### src/rtl/tag_pkg.sv
// Shared definitions for the tag radio blocks: sequencer state encoding and
// the IQ / IF-code width defaults used by the RX path, scan serializer and GPIO.
package tag_pkg;

  typedef enum logic [1:0] {
    ST_IDLE     = 2'd0,
    ST_LOC_SYNC = 2'd1,
    ST_HOP_SYNC = 2'd2,
    ST_HOP_RX   = 2'd3
  } state_t;

  localparam int SYNC_AMP_DEF   = 28672;
  localparam int DATA_WIDTH_DEF = 16;
  localparam int CODE_WIDTH_DEF = 32;

endpackage

### src/rtl/hop_code_table.sv
// Hop IF code storage: one write port, one synchronous read port, no reset on
// the array so it maps onto block RAM.
module hop_code_table
  import tag_pkg::*;
#(
  parameter int DEPTH = 64,
  parameter int AW    = 6,
  parameter int DW    = CODE_WIDTH_DEF
) (
  input  logic          clk,
  input  logic          we,
  input  logic [AW-1:0] waddr,
  input  logic [DW-1:0] wdata,
  input  logic [AW-1:0] raddr,
  output logic [DW-1:0] rdata
);

  logic [DW-1:0] mem [DEPTH];

  always_ff @(posedge clk) begin
    if (we) mem[waddr] <= wdata;
    rdata <= mem[raddr];
  end

endmodule

### src/rtl/tag_rx_hop_seq.sv
// Tag receive sequencer: injects a localisation preamble into the RX IQ stream,
// then walks the hop table with a settle window and a gated receive interval.
module tag_rx_hop_seq
  import tag_pkg::*;
#(
  parameter int DATA_WIDTH = DATA_WIDTH_DEF,
  parameter int CODE_WIDTH = CODE_WIDTH_DEF,
  parameter int MAX_HOPS   = 64,
  parameter int IDX_WIDTH  = 6,
  parameter int CNT_WIDTH  = 24,
  parameter int SYNC_AMP   = SYNC_AMP_DEF
) (
  input  logic                         clk,
  input  logic                         reset,
  input  logic [IDX_WIDTH:0]           cfg_nhops,
  input  logic [CNT_WIDTH-1:0]         cfg_nsync_loc,
  input  logic [CNT_WIDTH-1:0]         cfg_nsync_hop,
  input  logic [CNT_WIDTH-1:0]         cfg_hop_settle,
  input  logic [CNT_WIDTH-1:0]         cfg_nsig,
  input  logic                         cfg_continuous,
  input  logic                         tbl_we,
  input  logic [IDX_WIDTH-1:0]         tbl_addr,
  input  logic [CODE_WIDTH-1:0]        tbl_wdata,
  input  logic                         trigger,
  input  logic                         abort,
  input  logic signed [DATA_WIDTH-1:0] irx_in,
  input  logic signed [DATA_WIDTH-1:0] qrx_in,
  output logic signed [DATA_WIDTH-1:0] irx_out,
  output logic signed [DATA_WIDTH-1:0] qrx_out,
  output logic                         rx_valid,
  output logic                         rx_gate,
  output logic                         hop_rst,
  output logic [IDX_WIDTH-1:0]         hop_idx,
  output logic [CODE_WIDTH-1:0]        hop_code,
  output logic [1:0]                   state,
  output logic                         done,
  output logic                         err_cfg
);

  localparam logic signed [DATA_WIDTH-1:0] AMP_P = DATA_WIDTH'(SYNC_AMP);
  localparam logic signed [DATA_WIDTH-1:0] AMP_N = -AMP_P;
  localparam logic [IDX_WIDTH:0]   NHOPS_MAX = (IDX_WIDTH+1)'(MAX_HOPS);
  localparam logic [IDX_WIDTH:0]   NHOPS_ONE = (IDX_WIDTH+1)'(1);
  localparam logic [IDX_WIDTH-1:0] IDX_ONE   = IDX_WIDTH'(1);
  localparam logic [CNT_WIDTH-1:0] CNT_ONE   = CNT_WIDTH'(1);

  state_t               state_q, state_n;
  logic [CNT_WIDTH-1:0] k_q, k_n;
  logic [IDX_WIDTH-1:0] idx_q, idx_n;
  logic                 done_n, err_set, cfg_ok, latch;
  logic                 valid_n, neg_n, gate_n, hrst_n;
  logic [CNT_WIDTH-1:0] l_use;
  logic [CODE_WIDTH-1:0] tbl_rdata;

  logic [IDX_WIDTH:0]   sh_nhops;
  logic [CNT_WIDTH-1:0] sh_nsync_loc, sh_nsync_hop, sh_hop_settle, sh_nsig;
  logic                 sh_continuous;

  hop_code_table #(
    .DEPTH(MAX_HOPS),
    .AW   (IDX_WIDTH),
    .DW   (CODE_WIDTH)
  ) u_table (
    .clk  (clk),
    .we   (tbl_we),
    .waddr(tbl_addr),
    .wdata(tbl_wdata),
    .raddr(idx_n),
    .rdata(tbl_rdata)
  );

  assign cfg_ok = (cfg_nhops != '0) && (cfg_nhops <= NHOPS_MAX)
               && (cfg_nsync_loc >= CNT_WIDTH'(4))
               && (cfg_hop_settle >= CNT_WIDTH'(2))
               && (cfg_hop_settle < cfg_nsync_hop)
               && (cfg_nsig != '0);
  assign latch  = (state_q == ST_IDLE) && trigger && !abort && cfg_ok;

  always_comb begin
    state_n = state_q;
    k_n     = k_q + CNT_ONE;
    idx_n   = idx_q;
    done_n  = 1'b0;
    err_set = 1'b0;
    if (abort) begin
      state_n = ST_IDLE;
      k_n     = '0;
      idx_n   = '0;
    end else begin
      case (state_q)
        ST_IDLE: begin
          k_n = '0;
          if (trigger) begin
            if (cfg_ok) begin
              state_n = ST_LOC_SYNC;
              idx_n   = '0;
            end else begin
              err_set = 1'b1;
            end
          end
        end
        ST_LOC_SYNC: begin
          if (k_q == sh_nsync_loc - CNT_ONE) begin
            state_n = ST_HOP_SYNC;
            k_n     = '0;
          end
        end
        ST_HOP_SYNC: begin
          if (k_q == sh_nsync_hop - CNT_ONE) begin
            state_n = ST_HOP_RX;
            k_n     = '0;
          end
        end
        ST_HOP_RX: begin
          if (k_q == sh_nsig - CNT_ONE) begin
            k_n = '0;
            if ({1'b0, idx_q} < sh_nhops - NHOPS_ONE) begin
              idx_n   = idx_q + IDX_ONE;
              state_n = ST_HOP_SYNC;
            end else begin
              done_n  = 1'b1;
              idx_n   = '0;
              state_n = sh_continuous ? ST_LOC_SYNC : ST_IDLE;
            end
          end
        end
        default: begin
          state_n = ST_IDLE;
          k_n     = '0;
        end
      endcase
    end
  end

  // Flags are decoded from the next state/count so they line up with state_q
  // and with the sample registered on the same edge.
  always_comb begin
    l_use   = (state_q == ST_IDLE) ? cfg_nsync_loc : sh_nsync_loc;
    valid_n = (state_n == ST_LOC_SYNC) && (k_n >= (l_use >> 2));
    neg_n   = (k_n < (l_use >> 1));
    gate_n  = (state_n == ST_HOP_RX);
    hrst_n  = (state_n == ST_HOP_SYNC) && (k_n < sh_hop_settle);
  end

  always_ff @(posedge clk) begin
    if (reset) begin
      state_q  <= ST_IDLE;
      k_q      <= '0;
      idx_q    <= '0;
      rx_valid <= 1'b0;
      rx_gate  <= 1'b0;
      hop_rst  <= 1'b0;
      done     <= 1'b0;
      err_cfg  <= 1'b0;
    end else begin
      state_q  <= state_n;
      k_q      <= k_n;
      idx_q    <= idx_n;
      rx_valid <= valid_n;
      rx_gate  <= gate_n;
      hop_rst  <= hrst_n;
      done     <= done_n;
      err_cfg  <= err_cfg | err_set;
    end
  end

  always_ff @(posedge clk) begin
    if (latch) begin
      sh_nhops      <= cfg_nhops;
      sh_nsync_loc  <= cfg_nsync_loc;
      sh_nsync_hop  <= cfg_nsync_hop;
      sh_hop_settle <= cfg_hop_settle;
      sh_nsig       <= cfg_nsig;
      sh_continuous <= cfg_continuous;
    end
  end

  // Sample stage: one register between RX input and DSP output.
  always_ff @(posedge clk) begin
    if (reset) begin
      irx_out  <= '0;
      qrx_out  <= '0;
      hop_code <= '0;
    end else begin
      if (valid_n) begin
        irx_out <= neg_n ? AMP_N : AMP_P;
        qrx_out <= '0;
      end else begin
        irx_out <= irx_in;
        qrx_out <= qrx_in;
      end
      if (state_q == ST_HOP_SYNC && k_q == '0) hop_code <= tbl_rdata;
    end
  end

  assign hop_idx = idx_q;
  assign state   = state_q;

endmodule

### config.mk
export PLATFORM = sky130hd
export DESIGN_NAME = tag_rx_hop_seq
export DESIGN_NICKNAME = d
export VERILOG_FILES = /design/src/rtl/tag_pkg.sv /design/src/rtl/hop_code_table.sv /design/src/rtl/tag_rx_hop_seq.sv
export SDC_FILE = /design/constraint.sdc
export NUM_CORES = 2
export LEC_CHECK = 0
export CAP_MARGIN = 20
export CORE_ASPECT_RATIO = 1.1
export CORE_MARGIN = 2
export CORE_UTILIZATION = 40
export DETAILED_ROUTE_END_ITERATION = 8
export HOLD_SLACK_MARGIN = 0.1
export SYNTH_ARGS = -nofsm -noshare
export SYNTH_HDL_FRONTEND = slang
export SYNTH_SLANG_ARGS = --single-unit
### constraint.sdc
create_clock -name clk -period 15.8 [get_ports clk]
set_clock_uncertainty 0.1 [all_clocks]
set_input_delay 3.16 -clock clk [delete_from_list [all_inputs] [get_ports clk]]
set_output_delay 3.16 -clock clk [all_outputs]
set_load 0.03 [all_outputs]
Word level (Yosys, flattened, before mapping)
Memory sizes are Yosys's and may differ from the RTL's. A register that Yosys moved wholly into a read port is not among the register bits.
Cells that the tools add are included.

operators by class
  add/sub/neg operators = 6
  multiply operators = 0
  div/mod/pow operators = 0
  $lt $le $gt $ge = 8
  equality and inequality tests = 9
  shifts and indexed selects = 0
  multiplexer cells = 30
  bitwise gates (word level) = 3
  reductions and logical operators = 18

operators with widths
  kind                     count
  $mux W24                 5
  $pmux W24 S4             1
  $eq A24 B24 Y1           3
  $sub A24 B1 Y24 const B  3
  $lt A24 B24 Y1           2
  $mux W16                 2
  $mux W6                  5
  $add A24 B1 Y24 const B  1
  $ge A24 B2 Y1 const B    1
  $ge A24 B22 Y1           1
  $ge A24 B3 Y1 const B    1
  $logic_not A24 Y1        1
  $lt A24 B23 Y1           1
  $reduce_bool A24 Y1      1
  $mux W2                  7
  $pmux W6 S2              1
  $logic_and A1 B1 Y1      11
  $eq A2 B2 Y1 const B     4
  $mux W1                  8
  $pmux W2 S4              1
  $le A7 B7 Y1 const B     1
  $lt A6 B7 Y1             1
  $reduce_bool A7 Y1       1
  $sub A7 B1 Y7 const B    1
  other kinds (8)          10

word-level totals
  bits in registers = 205
  bits in latches = 0
  memory bits (writable) = 2048
  memory bits (read-only) = 0
  input bits = 179
  output and inout bits = 77
  logic and storage cells = 92
  memories kept = 1

memories
  memory       depth  bits a word  read ports  clocked after memory_dff  wr ports  RTL line              source
  u_table.mem  64     32           1           1                         1         hop_code_table.sv:18  logic [DW-1:0] mem [DEPTH];

Logic depth before layout (Yosys ltp)
  word-level depth = 13
  gate-level depth with buffers = 28
  depth with buffers taken out = 24

Hierarchy
A second synthesis with hierarchy kept.

unflattened totals
  cell total of the unflattened synthesis = 4677
  area, all modules = 91539.0 µm²

modules (own cells, without submodules)
  module          times used  cells each  area an instance (µm²)  sequential area each (µm²)
  hop_code_table  1           3324        78515.3                 62139.6
  tag_rx_hop_seq  1           1353        13023.7                 5144.9

Worst setup path after synthesis
OpenSTA, ideal clock, no wires.

  kind = input port to flip-flop
  start = input port cfg_nhops[3]
  end = register sh_continuous (enable)
  setup time = 694 ps
  arrival = 11858 ps
  required time = 15006 ps
  setup slack = 3147 ps
  cell stages on the path = 6
  buffers on the path = 0
  cell sequence = or4_1 -> nor3_1 -> xor2_1 -> or4_1 -> or3_1 -> nor3_1

on the way
  word-level cells in the longest chain between the ends = 7
  elaborated cells between the ends (all ways) = 8
  those cells by class = 1 x order compare; 7 x reduce/logical

ends and longest elaborated chain
  what                                                       RTL line               source
  from (decl)                                                tag_rx_hop_seq.sv:15   input logic [IDX_WIDTH:0] cfg_nhops,
  $le A7 B7 Y1 / $reduce_bool A7 Y1 (equally long branches)  tag_rx_hop_seq.sv:72   assign cfg_ok = (cfg_nhops != '0) && (cfg_nhops <= NHOPS_MAX)
  $logic_and A1 B1 Y1 (*)                                    tag_rx_hop_seq.sv:72
  $logic_and A1 B1 Y1 (*)                                    tag_rx_hop_seq.sv:73   && (cfg_nsync_loc >= CNT_WIDTH'(4))
  $logic_and A1 B1 Y1 (*)                                    tag_rx_hop_seq.sv:74   && (cfg_hop_settle >= CNT_WIDTH'(2))
  $logic_and A1 B1 Y1 (*)                                    tag_rx_hop_seq.sv:75   && (cfg_hop_settle < cfg_nsync_hop)
  $logic_and A1 B1 Y1 (*)                                    tag_rx_hop_seq.sv:76   && (cfg_nsig != '0);
  $logic_and A1 B1 Y1 (*)                                    tag_rx_hop_seq.sv:77   assign latch = (state_q == ST_IDLE) && trigger && !abort && cfg_ok;
  net latch                                                  tag_rx_hop_seq.sv:50   logic done_n, err_set, cfg_ok, latch;
  to (signal assigned)                                       tag_rx_hop_seq.sv:174  sh_continuous <= cfg_continuous;
  to (decl)                                                  tag_rx_hop_seq.sv:57   logic sh_continuous;

Mark *: on every way through the listed nets, which the timed path passes. The rest lies on a longest branch.
A chain may end at the register's enable or synchronous reset.

Worst setup path after layout
  start = input port cfg_nhops[2]
  end = register u_table.rdata[10], read port of u_table.mem

on the way
  word-level cells in the longest chain between the ends = 10
  elaborated cells between the ends (all ways) = 11
  those cells by class = 1 x order compare; 4 x mux; 6 x reduce/logical

ends and longest elaborated chain
  what                                                       RTL line              source
  $le A7 B7 Y1 / $reduce_bool A7 Y1 (equally long branches)  tag_rx_hop_seq.sv:72
  $logic_and A1 B1 Y1 (*)                                    tag_rx_hop_seq.sv:72
  $logic_and A1 B1 Y1 (*)                                    tag_rx_hop_seq.sv:73
  $logic_and A1 B1 Y1 (*)                                    tag_rx_hop_seq.sv:74
  $logic_and A1 B1 Y1 (*)                                    tag_rx_hop_seq.sv:75
  $logic_and A1 B1 Y1 (*)                                    tag_rx_hop_seq.sv:76
  $mux W6 (*)                                                tag_rx_hop_seq.sv:94  if (cfg_ok) begin
  $mux W6 (*)                                                tag_rx_hop_seq.sv:93  if (trigger) begin
  $pmux W6 S2 (*)                                            tag_rx_hop_seq.sv:90  case (state_q)
  $mux W6 (*)                                                tag_rx_hop_seq.sv:85  if (abort) begin
  to (decl)                                                  hop_code_table.sv:15  output logic [DW-1:0] rdata

Mark *: on every way between the ends. The rest lies on a longest branch, timed or not.

==> impl_results.md <==
- Vias per cell: 5.87
- CTS tree: done
- Site row count: 183
- Postcts setup bufs: 0
- Die X: 457 µm
- Worst Tran Pin Value: 1170 ps
- Htree depth: 4
- Final instance area: 105000 µm²
- DRC: 0
- RSZ-0062 raised after global routing: no
- Area growth syn-to-layout: 16.2%
- Routed Antenna Nets: 0
- Period utilization: 57.0%
- Routed wire length: 252000 µm
- Yosys Warn Count: 0
- Synth async-reset ratio: 0%
- Hold_buf cts: 0
- Nets@finish: 5276
- Worst EP required: 16450 ps
- Fin worst setup slack: 6800 ps
- WS Path Type: in -> reg
- Mapped cell area: 90500 µm²
- Reg area: 67300 µm²
- Seq cells post-synth: 2285
- Placed Area: 97100 µm²
- Worst-path clk slew: 60 ps
- DR iter-0 viols: 5490
- CTS Buffer Depth: 3
- Fraction of layout cells with a size suffix above 1: 21.6%
- Fill cells: 18717
- GR Util All Layers: 21.6%
- GRT overflow: 0
- Leak pwr: 0.0328 µW
- CTS root buf: clkbuf_16
- Post-DP HPWL: 140000 µm
- Syn Nets: 4884
- Top Ports: 256
- Die Y-Extent: 503 µm
- FF-to-FF setup slack: 7410 ps
- Crit path from: cfg_nhops[2]
- Vias in the first global route: 47897
- Worst-skew pair later-pin latency: 880 ps
- Core box area: 226000 µm²
- Die ar.: 230000 µm²
- Routability congestion estimate: 0.892
- Minimum clock period: 9000 ps
- RR Startpoint: sh_nsync_hop[8]
- Final slew viol count: 0
- Final Hold Vio Count: 0
- Vias: 47884
- VDD IR-drop max: 0.000118 V
- Hold Path Class: reg -> reg
- Crit start category: input port
- Maxcap violations: 0
- Post-cts repair resize count: 0
- WP data arrival: 9650 ps
- TNS Setup: 0 ps
- Crit path max fanout: 111
- Seq/Total Area, Yosys: 74.4%
- First-pass GRT wire length: 355000 µm
- Status: finished, final reports clean
- Initial antenna violation count: 16
- Starting Density: 40.1%
- Worst slew margin: 22.2%
- Fmax: 111 MHz
- First drt pass iteration count: 5
- Total CTS buffers: 226
- Pwr dens: 118 nW/µm²
- Setup crit end kind: flip-flop
- Top_reg_cell synth: edfxtp_1
- Hold Crit Start: u_table.rdata[24]
- Wire per inst: 30.8 µm
- Area of the multi-input gates: 22400 µm²
- PortBufs: 255
- Largest net degree at the start of global routing: 115
- Clock sink total: 2285
- Synth unique cells: 91
- Post-synth EDFFs: 2152
- Avg Cell Area, Syn: 19.7 µm²
- Pre-CTS setup slack: 5660 ps
- # setup viols final: 0
- Mapped Cells: 4599
## synth_stat cells, types with 33 or more instances
cell type | instances | area [µm²]
inv_1 | 79 | 297
nor4_1 | 48 | 300
clkbuf_1 | 157 | 589
dfxtp_1 | 133 | 2660
nor3_1 | 65 | 325
mux2i_1 | 83 | 831
nand2_1 | 109 | 409
a21oi_1 | 46 | 230
or4_1 | 40 | 300
and2_1 | 33 | 206
xor2_1 | 47 | 412
nand4_1 | 65 | 407
a21o_1 | 34 | 255
a22oi_1 | 173 | 1300
edfxtp_1 | 2152 | 64600
nor2_1 | 177 | 664
a22o_1 | 55 | 482
buf_2 | 51 | 255
mux4_2 | 500 | 11300
xnor2_1 | 70 | 613
ha_1 | 106 | 1330
nand3_1 | 71 | 355
## registers in the layout (all words and copies together) (netlist names)
register and cells:
sh_nsig 24, state 2, hop_idx 6, sh_nhops 7
hop_rst 1, err_cfg 1, sh_nsync_hop 24, k_q 24
sh_nsync_loc 24, irx_out 16, sh_hop_settle 24, sh_continuous 1
rx_gate 1, u_table.mem 2048, qrx_out 16, u_table.rdata 32
rx_valid 1, done 1, hop_code 32
## layout by cell type (no fill, tap or decap), types with 55 or more instances in the layout
cell / Yosys / layout
ha_1: 106 / 106
a22oi_1: 173 / 173
edfxtp_1: 2152 / 2152
nor2_1: 177 / 112
nand3_1: 71 / 71
clkdlybuf4s50_1: 0 / 222
mux4_2: 500 / 500
xnor2_1: 70 / 70
mux2i_1: 83 / 83
dfxtp_1: 133 / 133
a22o_1: 55 / 55
inv_1: 79 / 79
clkbuf_16: 0 / 226
nor3_1: 65 / 64
buf_4: 12 / 120
nand2_1: 109 / 109
nand4_1: 65 / 65
nor2_4: 0 / 65
## layout make-up
cell class	instances	share of cell area (%)
flip-flops and latches	2285	64.0
multi-input cells	1997	21.3
clock buffers	295	5.82
repair buffers	402	3.65
well taps	2960	3.52
clock inverters	129	1.38
inverters	79	0.282
diodes	10	0.0238
## routing by layer
layer	vias up	global-route usage, %	wire length [µm]
li1	19836	-	-
met1	25585	28.7	101000
met2	2079	36.2	124000
met3	382	3.57	17800
met4	2	7.52	8560
met5	-	0	13
## per-stage QoR
step,std cells,hold WS [ps],total power [µW],util [%]
floorplan,4599,340,6920,-
global placement,7701,347,7110,43.0
detailed placement,7702,356,7120,43.0
CTS,8126,373,12500,46.4
global route,8155,390,12800,46.6
finish,8157,373,12400,46.6
## where the power goes
| group | internal, µW | switching (µW) | leakage [µW] |
|---|---|---|---|
| combinational | 104 | 204 | 0.00868 |
| clock | 3100 | 2330 | 0.00365 |
| sequential | 6670 | 21.8 | 0.0205 |
## final timing paths
path	cells after the start	to
max	14	u_table.rdata[10]
min	2	hop_code[24]
max reg2reg	23	qrx_out[14]
min reg2reg	2	hop_code[24]
## worst max-delay path: stages
cell,delay (ps)
clkdlybuf4s50_1,490
or4_1,530
nor3_1,190
xor2_1,310
or4_1,210
o31a_1,400
or2_2,210
a221o_4,700
buf_4,770
buf_12,680
mux4_2,590
a22oi_1,200
nand3_1,330
or4_1,590
## logic make-up (layout without fill, tap and decap cells)
group | after synthesis | count (layout) | synth area share, %
flip-flops | 2285 | 2285 | 74.4
adder cells (fa/ha/maj) | 106 | 106 | 1.47
multiplexers | 590 | 590 | 13.5
XOR/XNOR | 118 | 118 | 1.16
other | 0 | 10 | 0
AND/OR/NAND/NOR | 740 | 740 | 4.38
AO/OA/AOI/OAI | 443 | 443 | 3.64
buffers and inverters | 317 | 905 | 1.52
(Power assumes the default switching activity.)
